File: src/rtl/dmem_arbiter_pkg.sv
// Shared definitions for the data-memory arbiter: default geometry and the
// owner encoding used by the round-robin history register.
package dmem_arbiter_pkg;

    localparam int unsigned ADDR_W    = 8;
    localparam int unsigned DATA_W    = 16;
    localparam int unsigned MAX_BURST = 4;

    // Which requester was granted most recently.
    typedef enum logic {
        OWN_CPU  = 1'b0,
        OWN_HOST = 1'b1
    } owner_e;

    // Owner code for a grant pair (only meaningful when one grant is high).
    function automatic owner_e owner_of(input logic host_gnt);
        return host_gnt ? OWN_HOST : OWN_CPU;
    endfunction

endpackage

File: src/rtl/dmem_arbiter_rr_arb2.sv
// Two-way round-robin arbiter between the CPU and the host ports. Holds the
// last_owner history; the caller reports the grant it actually issued so
// that overrides made outside this block still update the history.
module rr_arb2
    import dmem_arbiter_pkg::*;
(
    input  logic   clock_i,
    input  logic   reset_ni,
    input  logic   cpu_req_i,
    input  logic   host_req_i,
    input  logic   upd_i,
    input  owner_e upd_owner_i,
    output logic   cpu_gnt_o,
    output logic   host_gnt_o,
    output owner_e last_owner_o
);

    owner_e last_owner_q;

    // Single requester wins outright; on a tie the port not granted last wins.
    always_comb begin
        // NOTE: every output gets a default first so no path leaves it unassigned, which would infer a latch.
        cpu_gnt_o  = 1'b0;
        host_gnt_o = 1'b0;
        if (cpu_req_i && host_req_i) begin
            if (last_owner_q == OWN_HOST) begin
                cpu_gnt_o = 1'b1;
            end else begin
                host_gnt_o = 1'b1;
            end
        end else begin
            cpu_gnt_o  = cpu_req_i;
            host_gnt_o = host_req_i;
        end
    end

    // History register; resets to HOST so the CPU wins the first tie.
    always_ff @(posedge clock_i or negedge reset_ni) begin
        if (!reset_ni) begin
            // NOTE: sequential state uses non-blocking assignments so all registers update together at the edge.
            last_owner_q <= OWN_HOST;
        end else if (upd_i) begin
            last_owner_q <= upd_owner_i;
        end
    end

    assign last_owner_o = last_owner_q;

endmodule

File: src/rtl/dmem_arbiter.sv
// Arbiter sharing one single-port synchronous data memory (1-cycle read
// latency) between a CPU port and a host/debug-loader port. Round-robin on
// ties, with a host lock that may hold the memory for up to MAX_BURST extra
// grants while the CPU is waiting.
module dmem_arbiter #(
    parameter int unsigned ADDR_W    = dmem_arbiter_pkg::ADDR_W,
    parameter int unsigned DATA_W    = dmem_arbiter_pkg::DATA_W,
    parameter int unsigned MAX_BURST = dmem_arbiter_pkg::MAX_BURST
) (
    input  logic              clock_i,
    input  logic              reset_ni,
    input  logic              enable_i,
    // CPU port
    input  logic              cpu_req_i,
    input  logic              cpu_we_i,
    input  logic [ADDR_W-1:0] cpu_addr_i,
    input  logic [DATA_W-1:0] cpu_wdata_i,
    output logic              cpu_gnt_o,
    output logic              cpu_stall_o,
    output logic [DATA_W-1:0] cpu_rdata_o,
    output logic              cpu_rvalid_o,
    // Host port
    input  logic              host_req_i,
    input  logic              host_we_i,
    input  logic              host_lock_i,
    input  logic [ADDR_W-1:0] host_addr_i,
    input  logic [DATA_W-1:0] host_wdata_i,
    output logic              host_gnt_o,
    output logic [DATA_W-1:0] host_rdata_o,
    output logic              host_rvalid_o,
    // Data memory
    output logic [ADDR_W-1:0] d_addr_o,
    output logic [DATA_W-1:0] d_dataout_o,
    output logic              d_we_o,
    input  logic [DATA_W-1:0] d_datain_i
);

    import dmem_arbiter_pkg::*;

    localparam int unsigned         CNT_W       = $clog2(MAX_BURST + 1);
    localparam logic [CNT_W-1:0]    BURST_LIMIT = CNT_W'(MAX_BURST);

    logic              arb_on;
    logic              rr_cpu_gnt;
    logic              rr_host_gnt;
    owner_e            last_owner;
    logic              lock_active;
    logic              burst_full;
    logic              cpu_gnt;
    logic              host_gnt;

    logic [CNT_W-1:0]  burst_cnt_q, burst_cnt_d;
    logic              host_gnt_prev_q;
    logic              cpu_rd_pend_q;
    logic              host_rd_pend_q;
    logic [DATA_W-1:0] cpu_rdata_q;
    logic [DATA_W-1:0] host_rdata_q;

    // Grants are suppressed while disabled and while reset is held, so the
    // memory sees an idle bus in both cases.
    assign arb_on = enable_i & reset_ni;

    // The host may keep the memory only if it held it last cycle, still asks
    // with lock set, and has not used up its burst allowance.
    assign lock_active = host_lock_i & host_req_i & host_gnt_prev_q &
                         (burst_cnt_q < BURST_LIMIT);
    assign burst_full  = (burst_cnt_q == BURST_LIMIT);

    rr_arb2 u_rr (
        .clock_i      (clock_i),
        .reset_ni     (reset_ni),
        .cpu_req_i    (cpu_req_i),
        .host_req_i   (host_req_i),
        .upd_i        (cpu_gnt | host_gnt),
        .upd_owner_i  (owner_of(host_gnt)),
        .cpu_gnt_o    (rr_cpu_gnt),
        .host_gnt_o   (rr_host_gnt),
        .last_owner_o (last_owner)
    );

    // Final grant: lock overrides round-robin; an exhausted burst hands the
    // memory to a waiting CPU.
    always_comb begin
        cpu_gnt  = 1'b0;
        host_gnt = 1'b0;
        if (arb_on) begin
            if (lock_active) begin
                host_gnt = 1'b1;
            end else if (burst_full && cpu_req_i) begin
                cpu_gnt = 1'b1;
            end else begin
                cpu_gnt  = rr_cpu_gnt;
                host_gnt = rr_host_gnt;
            end
        end
    end

    // Burst counter: counts locked host grants that keep the CPU waiting.
    always_comb begin
        burst_cnt_d = burst_cnt_q;
        if (cpu_gnt || !host_req_i || !host_lock_i) begin
            burst_cnt_d = '0;
        end else if (host_gnt && lock_active && cpu_req_i) begin
            burst_cnt_d = burst_cnt_q + 1'b1;
        end
    end

    // Memory bus driven by whichever port is granted, zero when idle.
    always_comb begin
        d_addr_o    = '0;
        d_dataout_o = '0;
        d_we_o      = 1'b0;
        if (cpu_gnt) begin
            d_addr_o    = cpu_addr_i;
            d_dataout_o = cpu_wdata_i;
            d_we_o      = cpu_we_i;
        end else if (host_gnt) begin
            d_addr_o    = host_addr_i;
            d_dataout_o = host_wdata_i;
            d_we_o      = host_we_i;
        end
    end

    // Arbitration state and read tracking; reset drops any read in flight.
    always_ff @(posedge clock_i or negedge reset_ni) begin
        if (!reset_ni) begin
            burst_cnt_q     <= '0;
            host_gnt_prev_q <= 1'b0;
            cpu_rd_pend_q   <= 1'b0;
            host_rd_pend_q  <= 1'b0;
            cpu_rdata_q     <= '0;
            host_rdata_q    <= '0;
        end else begin
            burst_cnt_q     <= burst_cnt_d;
            host_gnt_prev_q <= host_gnt;
            cpu_rd_pend_q   <= cpu_gnt & ~cpu_we_i;
            host_rd_pend_q  <= host_gnt & ~host_we_i;
            if (cpu_rd_pend_q) begin
                cpu_rdata_q <= d_datain_i;
            end
            if (host_rd_pend_q) begin
                host_rdata_q <= d_datain_i;
            end
        end
    end

    // Read data is the memory output in the return cycle, otherwise the
    // last value returned to that port.
    assign cpu_rvalid_o  = cpu_rd_pend_q;
    assign host_rvalid_o = host_rd_pend_q;
    assign cpu_rdata_o   = cpu_rd_pend_q  ? d_datain_i : cpu_rdata_q;
    assign host_rdata_o  = host_rd_pend_q ? d_datain_i : host_rdata_q;

    assign cpu_gnt_o   = cpu_gnt;
    assign host_gnt_o  = host_gnt;
    assign cpu_stall_o = cpu_req_i & ~cpu_gnt;

endmodule
File: config.mk
export PLATFORM = sky130hd
export DESIGN_NAME = dmem_arbiter
export DESIGN_NICKNAME = d
export VERILOG_FILES = /design/src/rtl/dmem_arbiter_pkg.sv /design/src/rtl/dmem_arbiter_rr_arb2.sv /design/src/rtl/dmem_arbiter.sv
export SDC_FILE = /design/constraint.sdc
export NUM_CORES = 1
export LEC_CHECK = 0
export CAP_MARGIN = 10
export CORE_UTILIZATION = 35
export CTS_CLUSTER_SIZE = 40
export DETAILED_ROUTE_END_ITERATION = 10
export PLACE_DENSITY = 0.92
export SYNTH_ARGS = -nofsm -noshare
export SYNTH_HDL_FRONTEND = slang
export SYNTH_SLANG_ARGS = --single-unit
File: constraint.sdc
create_clock -name clock_i -period 2.8 [get_ports clock_i]
set_input_delay 0.84 -clock clock_i [delete_from_list [all_inputs] [get_ports clock_i]]
set_output_delay 0.84 -clock clock_i [all_outputs]
set_load 0.01 [all_outputs]
==> results of run 1 <==
[layout make-up]
cell class                 instances  area, um2
timing repair buffer             165       1530
fill                             377       1520
sequential                        39        977
multi-input combinational         85        867
tap                               70       87.6
clock buffer                       5       68.8
clock inverter                     3       43.8
inverter                           3       11.3
antenna                            1       2.50
[layout by cell type (no fill, tap or decap), types with 4 or more instances in the layout]
master and instances:
clkdlybuf4s50_1 68, dfrtp_1 38, dlygate4sd2_1 33, mux2_2 32
a22o_1 25, buf_2 24, buf_4 23, buf_6 6
clkbuf_8 5, buf_8 4
[where the power goes]
group / switching (mW) / internal [mW] / leakage (nW) / total [mW]
Sequential: 0.0365 / 0.691 / 0.481 / 0.727
Clock: 0.193 / 0.265 / 0.0581 / 0.458
Combinational: 0.281 / 0.376 / 1.11 / 0.657
Total: 0.511 / 1.33 / 1.65 / 1.84
[worst max-delay path: stages]
cell      delay (ps)
buf_6            110
buf_6            110
a311oi_4         280
buf_6            190
buf_16           130
a22o_1           160
buf_2            150
[sequential cells by signal, indices dropped and copies added, names as in the netlist]
signal / flops
burst_cnt_q: 3
host_rvalid_o: 1
host_gnt_prev_q: 1
cpu_rvalid_o: 1
host_rdata_q: 16
u_rr.last_owner_o: 1
cpu_rdata_q: 16
[path summary, 6_finish.rpt]
kind,start,end
min in group asynchronous,reset_ni,host_rdata_q[3]$_DFF_PN0_
min reg2reg,host_rdata_q[4]$_DFF_PN0_,host_rdata_q[4]$_DFF_PN0_
min,host_rdata_q[4]$_DFF_PN0_,host_rdata_q[4]$_DFF_PN0_
max,cpu_req_i,d_addr_o[4]
max in group asynchronous,reset_ni,u_rr.last_owner_o$_DFFE_PN1P_
max reg2reg,burst_cnt_q[1]$_DFFE_PN0P_,host_rvalid_o$_DFF_PN0_
[logic make-up after synthesis]
| family | share of synthesized area (%) |
|---|---|
| DFF | 52.3 |
| AOI/OAI and AO/OA | 17.6 |
| buffers and inverters | 4.36 |
| muxes | 19.3 |
| adders and majority gates | 1.34 |
| and+or+nand+nor | 5.03 |
[routing by layer]
metal | global-route usage (%) | up-vias | wire length, um | share of wire, %
li1 | - | 846 | - | -
met1 | 24.3 | 910 | 2460 | 35
met2 | 47.1 | 105 | 3820 | 54
met3 | 7.10 | 22 | 449 | 6.4
met4 | 12.6 | 0 | 289 | 4.1
met5 | 0 | - | 0 | 0
[stage by stage]
step,setup slack [ps],instances,utilization (%),cell area (um2)
2_1_floorplan,27.8,136,-,1870
3_5_place_dp,-852,347,65.9,3360
3_3_place_gp,-841,347,65.9,3360
6_report,-20.6,371,70.2,3580
5_1_grt,-55.9,371,70.2,3580
4_1_cts,1.97,368,69.2,3540
[what timing repair did]
item,4_1_cts,5_1_grt
gates cloned,3,0
gates resized for setup,176,12
endpoints found under the setup margin,60,28
hold buffers,0,0
buffers inserted,10,3
pin swaps,6,10
==> out/metrics.csv, run 1 <==
metric,value,unit
CP Data Arrival Time,1980,ps
Pre-antenna DRT Iters,4,
post-synth cell types,27,
Final #Nets,373,
status,finished with violations,
HPWL after detailed placement,4750,um
endpoint type of the worst setup path,primary output,
Setup Crit Path Kind,in -> out,
layout cells sized above 1,37.7,%
"Top FF cell, synth",dfrtp_1,
largest fanout on the critical path,7,
yosys warns,0,
largest net degree at the start of global routing,40,
initial antenna violation count,1,
Initial Util,36.6,%
minimum clock period,2820,ps
Total GRT Usage,24.8,%
"Worst Setup Slack, final",-20.6,ps
number of nets with antenna violations after routing,0,
synth top area cells,"dfrtp_1 (51%), mux2_2 (19%), a22o_1 (12%), buf_6 (2.4%), a311oi_4 (1.4%)",
post-detailed-route wirelength per cell,18.9,um
CTS root buf,clkbuf_8,
Hold Crit Depth,1,
Hold Path Class,reg -> reg,
die area,0.00563,mm2
P_leak,1.65,nW
reg2reg setup slack,1200,ps
PwrDens,514,mW/mm2
Commonest cells post-synth,"dfrtp_1 (38), mux2_2 (32), a22o_1 (25)",
Row Count,26,
GRT overflow,0,
most frequent cell after synthesis,dfrtp_1,
global-route wire length before repair,9820,um
setup_tns,-20.6,ps
Relative slew margins,68.2,%
Post-synth EDFFs,0,
Total Wirelength,7020,um
via count,1883,
Avg Synthesized Cell Area,13.7,um2
Synth Instances,136,
Synth Register Bits,39,
actual slew at the worst max-slew pin,477,ps
register area share after synthesis,52.3,%
Worst R2R Path Depth,6,
Startpoint Class,primary input,
vias in the first global route,2014,
Final period util,101,%
max-slew violations,0,
Syn Nets,210,
Iter 0 DRT Violations,56,
post-synthesis async set-or-reset flop share,100,%
failing checks,negative setup slack,
top cell type's share of synthesized area,50.9,%
clk slew on worst S/H paths,70,ps
Horiz. Die Dim,75.0,um
core area,0.00511,mm2
Worst-Skew Late Latency,290,ps
Die H,75.0,um
clock buffer count from CTS,5,
Synth area leader,dfrtp_1,
Area growth syn-to-layout,92.0,%
WHS,492,ps
IO buf count,133,
# DRC,0,
Worst EP required,1960,ps
Max Clk Rate,0.355,GHz
final hold vios,0,
Clock Path Buffers,2,
Avg Vias per Cell,5.08,
TritonCTS clock tree,done,
Final Wtd Congestion,0.784,
netlist area before placement,0.00187,mm2
io pins,134,
Worst VDD drop,0.240,mV
PnR Total Power,1.84,mW
clk sink count,39,
endpoints failing setup,1,
clock skew,7.03,ps
H-Tree Depth,2,
total of max-cap violations,0,
RSZ-0062 raised after global routing,yes,
(Power assumes the default switching activity.)
==> run 2, diff against run 1 <==
--- a/config.mk
+++ b/config.mk
@@ -6,10 +6,11 @@
 export NUM_CORES = 1
 export LEC_CHECK = 0
 export CAP_MARGIN = 10
-export CORE_UTILIZATION = 35
+export CORE_UTILIZATION = 30
 export CTS_CLUSTER_SIZE = 40
 export DETAILED_ROUTE_END_ITERATION = 10
-export PLACE_DENSITY = 0.92
+export PLACE_DENSITY = 0.82
 export SYNTH_ARGS = -nofsm -noshare
 export SYNTH_HDL_FRONTEND = slang
 export SYNTH_SLANG_ARGS = --single-unit
+export TNS_END_PERCENT = 10
==> out/metrics.csv, run 2 (synthesis gave the netlist of run 1 again) <==
metric,value,unit
status,finished with violations,
failing checks,negative setup slack,
min-delay src,host_rdata_q[9]$_DFF_PN0_,
largest fanout on the critical path,6,
actual slew at the worst max-slew pin,484,ps
IO buf count,133,
P_leak,1.68,nW
RSZ-0062 raised after global routing,yes,
post-detailed-route wirelength per cell,16.5,um
"commonest non-fill, non-tap cell in the layout",clkdlybuf4s50_1,
total of max-cap violations,0,
origin of the worst setup path,cpu_req_i,
clock skew,4.00,ps
PwrDens,489,mW/mm2
Area growth syn-to-layout,94.8,%
vias in the first global route,2052,
non-filler instance count after layout,379,
Hold Crit Depth,1,
cts hold-fix bufs,0,
Horiz. Die Dim,80.9,um
Iter 0 DRT Violations,29,
Worst-Skew Late Latency,280,ps
Clock Path Buffers,2,
Initial Util,31.3,%
Relative slew margins,67.8,%
HPWL after detailed placement,4340,um
setup_tns,-1680,ps
endpoints failing setup,25,
number of nets with antenna violations after routing,0,
clock buffer count from CTS,5,
Startpoint Class,primary input,
GRT overflow,0,
minimum clock period,2900,ps
PnR Total Power,1.78,mW
# DRC,0,
Worst R2R Path Depth,7,
RR Startpoint,burst_cnt_q[0]$_DFFE_PN0P_,
max-slew violations,0,
Setup Crit Path Kind,in -> out,
H-Tree Depth,2,
Die H,80.9,um
CP Data Arrival Time,2060,ps
Final period util,104,%
io pins,134,
Total Wirelength,6260,um
final hold vios,0,
Avg Vias per Cell,4.92,
Worst EP required,1960,ps
Total GRT Usage,19.6,%
Row Count,28,
largest net degree at the start of global routing,41,
Final #Nets,376,
placed insts,350,
die area,0.00654,mm2
pre-CTS setup slack,-838,ps
Pre-antenna DRT Iters,4,
CTS root buf,clkbuf_8,
core area,0.00596,mm2
fillers,497,
via count,1865,
"Worst Setup Slack, final",-105,ps
global-route wire length before repair,9630,um
Worst VDD drop,0.286,mV
clk sink count,39,
Max Clk Rate,0.344,GHz
Final Wtd Congestion,0.769,
clk slew on worst S/H paths,70,ps
layout cells sized above 1,37.6,%
Hold Path Class,reg -> reg,
endpoint type of the worst setup path,primary output,
Top Registers,"cpu_rdata_q x16, host_rdata_q x16, burst_cnt_q x3",
most frequent cells in the layout,"clkdlybuf4s50_1 (68), dfrtp_1 (38), dlygate4sd2_1 (33)",
TritonCTS clock tree,done,
initial antenna violation count,1,
run 2: cell count changes in the layout (fill, tap and decap cells not counted), sizes merged:
cell           previous run  this run
clkdlybuf4s15             2         1
buf                      62        65
clkinv                    2         0
bufinv                    1         0
bufbuf                    0         1
clkbuf                    5         8
run 2: worst paths after layout:
path                                            endpoint  slack (ps)
max in group asynchronous  u_rr.last_owner_o$_DFFE_PN1P_        1760
setup reg to reg               host_gnt_prev_q$_DFF_PN0_        1170
hold reg to reg                host_rdata_q[9]$_DFF_PN0_         490
hold / removal                 host_rdata_q[9]$_DFF_PN0_         490
min in group asynchronous      cpu_rdata_q[11]$_DFF_PN0_         690
setup / recovery                             d_addr_o[3]        -100
run 2: power by group:
group	switching, mW	internal, mW
registers	0.0344	0.691
logic	0.272	0.384
clock network	0.172	0.225
total	0.479	1.30
run 2: cell type report:
class                      instances  area [um2]  share of cell area [%]
timing repair buffer             168        1610                    44.3
sequential                        39         977                    26.9
multi-input combinational         85         840                    23.1
clock buffer                       8         100                    2.75
tap                               75        93.8                    2.58
inverter                           3        11.3                   0.310
antenna                            1        2.50                  0.0688
run 2: layer usage:
| metal | track usage (%) | wire length [um] |
|---|---|---|
| met1 | 19.0 | 2190 |
| met2 | 37.3 | 3350 |
| met3 | 5.84 | 524 |
| met4 | 9.46 | 193 |
| met5 | 0 | 0 |
run 2: per-stage QoR:
| step | hold WS [ps] | instance area [um2] | util (%) |
|---|---|---|---|
| floorplan | 467 | 1870 | - |
| global placement | 479 | 3350 | 56.3 |
| detailed placement | 484 | 3350 | 56.3 |
| CTS | 499 | 3540 | 59.5 |
| global route | 512 | 3630 | 61.0 |
| finish | 494 | 3640 | 61.1 |
run 2: what timing repair did:
| action | CTS | global route |
|---|---|---|
| pin swaps | 5 | 13 |
| endpoints found under the setup margin | 60 | 26 |
| gates cloned | 4 | 0 |
| gates resized for setup | 168 | 7 |
| buffers inserted | 11 | 5 |
run 2: worst max-delay path, cell delays in order:
cell	delay, ps
buf_6	110
and3_4	150
a311oi_4	280
buf_6	160
bufbuf_16	260
a22o_1	130
buf_2	140
==> run 3, diff against run 2 <==
--- a/config.mk
+++ b/config.mk
@@ -12,5 +12,6 @@
 export PLACE_DENSITY = 0.82
 export SYNTH_ARGS = -nofsm -noshare
 export SYNTH_HDL_FRONTEND = slang
+export SYNTH_HIERARCHICAL = 1
 export SYNTH_SLANG_ARGS = --single-unit
 export TNS_END_PERCENT = 10
==> out/metrics.csv, run 3 <==
metric,value,unit
status,finished with violations,
failing checks,negative setup slack,
"commonest non-fill, non-tap cell in the layout",clkdlybuf4s50_1,
fillers,504,
Syn Nets,213,
clock skew,1.29,ps
Iter 0 DRT Violations,48,
CP Data Arrival Time,2150,ps
"Largest stage delay, worst path",270,ps
Hold Crit Depth,1,
actual slew at the worst max-slew pin,492,ps
Initial Util,31.3,%
PwrDens,486,mW/mm2
max-slew violations,0,
Relative slew margins,67.2,%
netlist area before placement,0.00188,mm2
IO buf count,133,
Synth Register Bits,39,
total of max-cap violations,0,
Avg Synthesized Cell Area,13.5,um2
Placed Area,0.00338,mm2
GRT overflow,0,
P_leak,1.71,nW
Reg-to-Reg End,u_rr/last_owner_o$_DFFE_PN1P_,
setup_tns,-4180,ps
HPWL after detailed placement,4590,um
post-route design area,0.00367,mm2
endpoints failing setup,25,
cts hold-fix bufs,0,
CTS root buf,clkbuf_8,
Avg Vias per Cell,5.03,
clock buffer count from CTS,5,
Die H,81.1,um
min-delay src,host_rdata_q[15]$_DFF_PN0_,
Clock Path Buffers,2,
Min-Delay Endpoint,host_rdata_q[15]$_DFF_PN0_,
Synth Instances,139,
crit-path cells,"buf_8, a21boi_4, buf_6, and4b_2, a22o_4, a22o_4, buf_6",
post-synthesis async set-or-reset flop share,100,%
via count,1933,
RR Startpoint,burst_cnt_q[1]$_DFFE_PN0P_,
top cell type's share of synthesized area,50.7,%
core area,0.00599,mm2
Clock power frac,21.1,%
Max Clk Rate,0.334,GHz
largest fanout on the critical path,7,
Commonest cells post-synth,"dfrtp_1 (38), mux2_2 (32), a22o_1 (20)",
Int Power,1.28,mW
register area share after synthesis,52.1,%
die area,0.00657,mm2
Hold Path Class,reg -> reg,
reg2reg setup slack,710,ps
TritonCTS clock tree,done,
layout cells sized above 1,41.6,%
most frequent cell after synthesis,dfrtp_1,
power share of the sequential group,40.8,%
Total Wirelength,6810,um
clk slew on worst S/H paths,70,ps
sw power,0.501,mW
post-synth cell types,32,
"Top FF cell, synth",dfrtp_1,
Worst EP required,1960,ps
Pre-antenna DRT Iters,4,
Horiz. Die Dim,81.1,um
Setup Crit Path Kind,in -> out,
io pins,134,
largest net degree at the start of global routing,40,
final hold vios,0,
Startpoint Class,primary input,
PnR Total Power,1.78,mW
initial antenna violation count,1,
yosys warns,6,
Worst-Skew Late Latency,280,ps
clk sink count,39,
Area growth syn-to-layout,95.8,%
slowest CP cell,and4b_2,
endpoint type of the worst setup path,primary output,
WHS,494,ps
post-detailed-route wirelength per cell,17.7,um
most frequent cells in the layout,"clkdlybuf4s50_1 (68), dfrtp_1 (38), mux2_2 (32), dlygate4sd2_1 (32), buf_4 (26)",
Top Registers,"cpu_rdata_q x16, host_rdata_q x16, burst_cnt_q x3",
minimum clock period,2990,ps
global-route wire length before repair,10000,um
sw frac,28.1,%
Worst VDD drop,0.254,mV
vias in the first global route,2080,
Final #Nets,382,
Final Wtd Congestion,0.880,
Row Count,28,
Final period util,107,%
"Worst Setup Slack, final",-193,ps
Worst R2R Path Depth,11,
pre-CTS setup slack,-936,ps
synth top area cells,"dfrtp_1 (51%), mux2_2 (19%), a22o_1 (9.3%), buf_6 (3.0%), a22o_2 (2.7%)",
RSZ-0062 raised after global routing,yes,
H-Tree Depth,2,
# DRC,0,
Synth area leader,dfrtp_1,
Comb pwr share,38.1,%
Total GRT Usage,20.8,%
Post-synth EDFFs,0,
number of nets with antenna violations after routing,0,
==> run 3: changes by cell type after synthesis, moves of 2 or more <==
| cell | change |
|---|---|
| nor2_1 | +2 |
| a22o_2 | +5 |
| and4b_1 | +2 |
| nand2b_1 | -2 |
| and3_1 | -2 |
| clkbuf_1 | +2 |
| a22o_1 | -5 |
| a311oi_1 | -2 |
| buf_1 | -2 |
| o21ai_0 | +2 |
==> run 3: worst max-delay path by stage <==
stage                     slack, ps        from  cells past startpoint         endpoint
after floorplan                 130   cpu_req_i                      5  d_dataout_o[10]
after global placement         -880  host_req_i                      6      d_addr_o[5]
after detailed placement       -940  host_req_i                      6      d_addr_o[5]
after CTS                      -180   cpu_req_i                      7           d_we_o
after global routing           -230   cpu_req_i                      7           d_we_o
final                          -190  host_req_i                      7           d_we_o
==> run 3: cell type report <==
class                   instances  area (um2)  area share [%]
repair buffers                168        1550            42.2
flip-flops and latches         39         977            26.6
multi-input cells              91         948            25.8
well taps                      75        93.8            2.56
clock buffers                   6        82.6            2.25
inverters                       3        11.3           0.307
clock inverters                 1        5.00           0.136
diodes                          1        2.50          0.0681
==> run 3: critical path: cells and delay by family <==
kind	cells	cell delay (ps)
compound gates	3	700
buf+inv	3	350
simple gates	1	270
==> run 3: per-stage QoR <==
step                      cells  utilization (%)
after floorplan             139                -
after global placement      358             56.5
after detailed placement    358             56.5
after CTS                   383             60.9
after global routing        384             61.3
final                       384             61.3
==> run 3: routing by layer <==
| metal | global-route usage, % | vias up | share of wire, % |
|---|---|---|---|
| li1 | - | 873 | - |
| met1 | 20.9 | 925 | 35 |
| met2 | 38.2 | 115 | 53 |
| met3 | 6.74 | 20 | 8.5 |
| met4 | 10.2 | 0 | 3.7 |
| met5 | 0 | - | 0 |
==> run 3: cell families after synthesis <==
logic type / count (synthesis) / share of synthesized area (%)
AOI/OAI and AO/OA: 38 / 17.0
adders and majority gates: 2 / 1.33
buffers and inverters: 12 / 4.54
DFF: 39 / 52.1
muxes: 32 / 19.2
and+or+nand+nor: 16 / 5.81
==> run 3: power groups by stage <==
stage	sequential (mW)	combinational [mW]	clock, mW
global route	0.743	0.736	0.420
CTS	0.729	0.683	0.390
floorplan	0.726	0.291	0
finish	0.727	0.680	0.376
detailed placement	0.740	0.752	0
global placement	0.729	0.740	0
==> run 3: timing repair <==
| action | in CTS | in global routing |
|---|---|---|
| cloned | 5 | 0 |
| pin swaps | 14 | 8 |
| setup buffers | 14 | 0 |
| resized for setup | 191 | 9 |
| endpoints found under the setup margin | 60 | 28 |
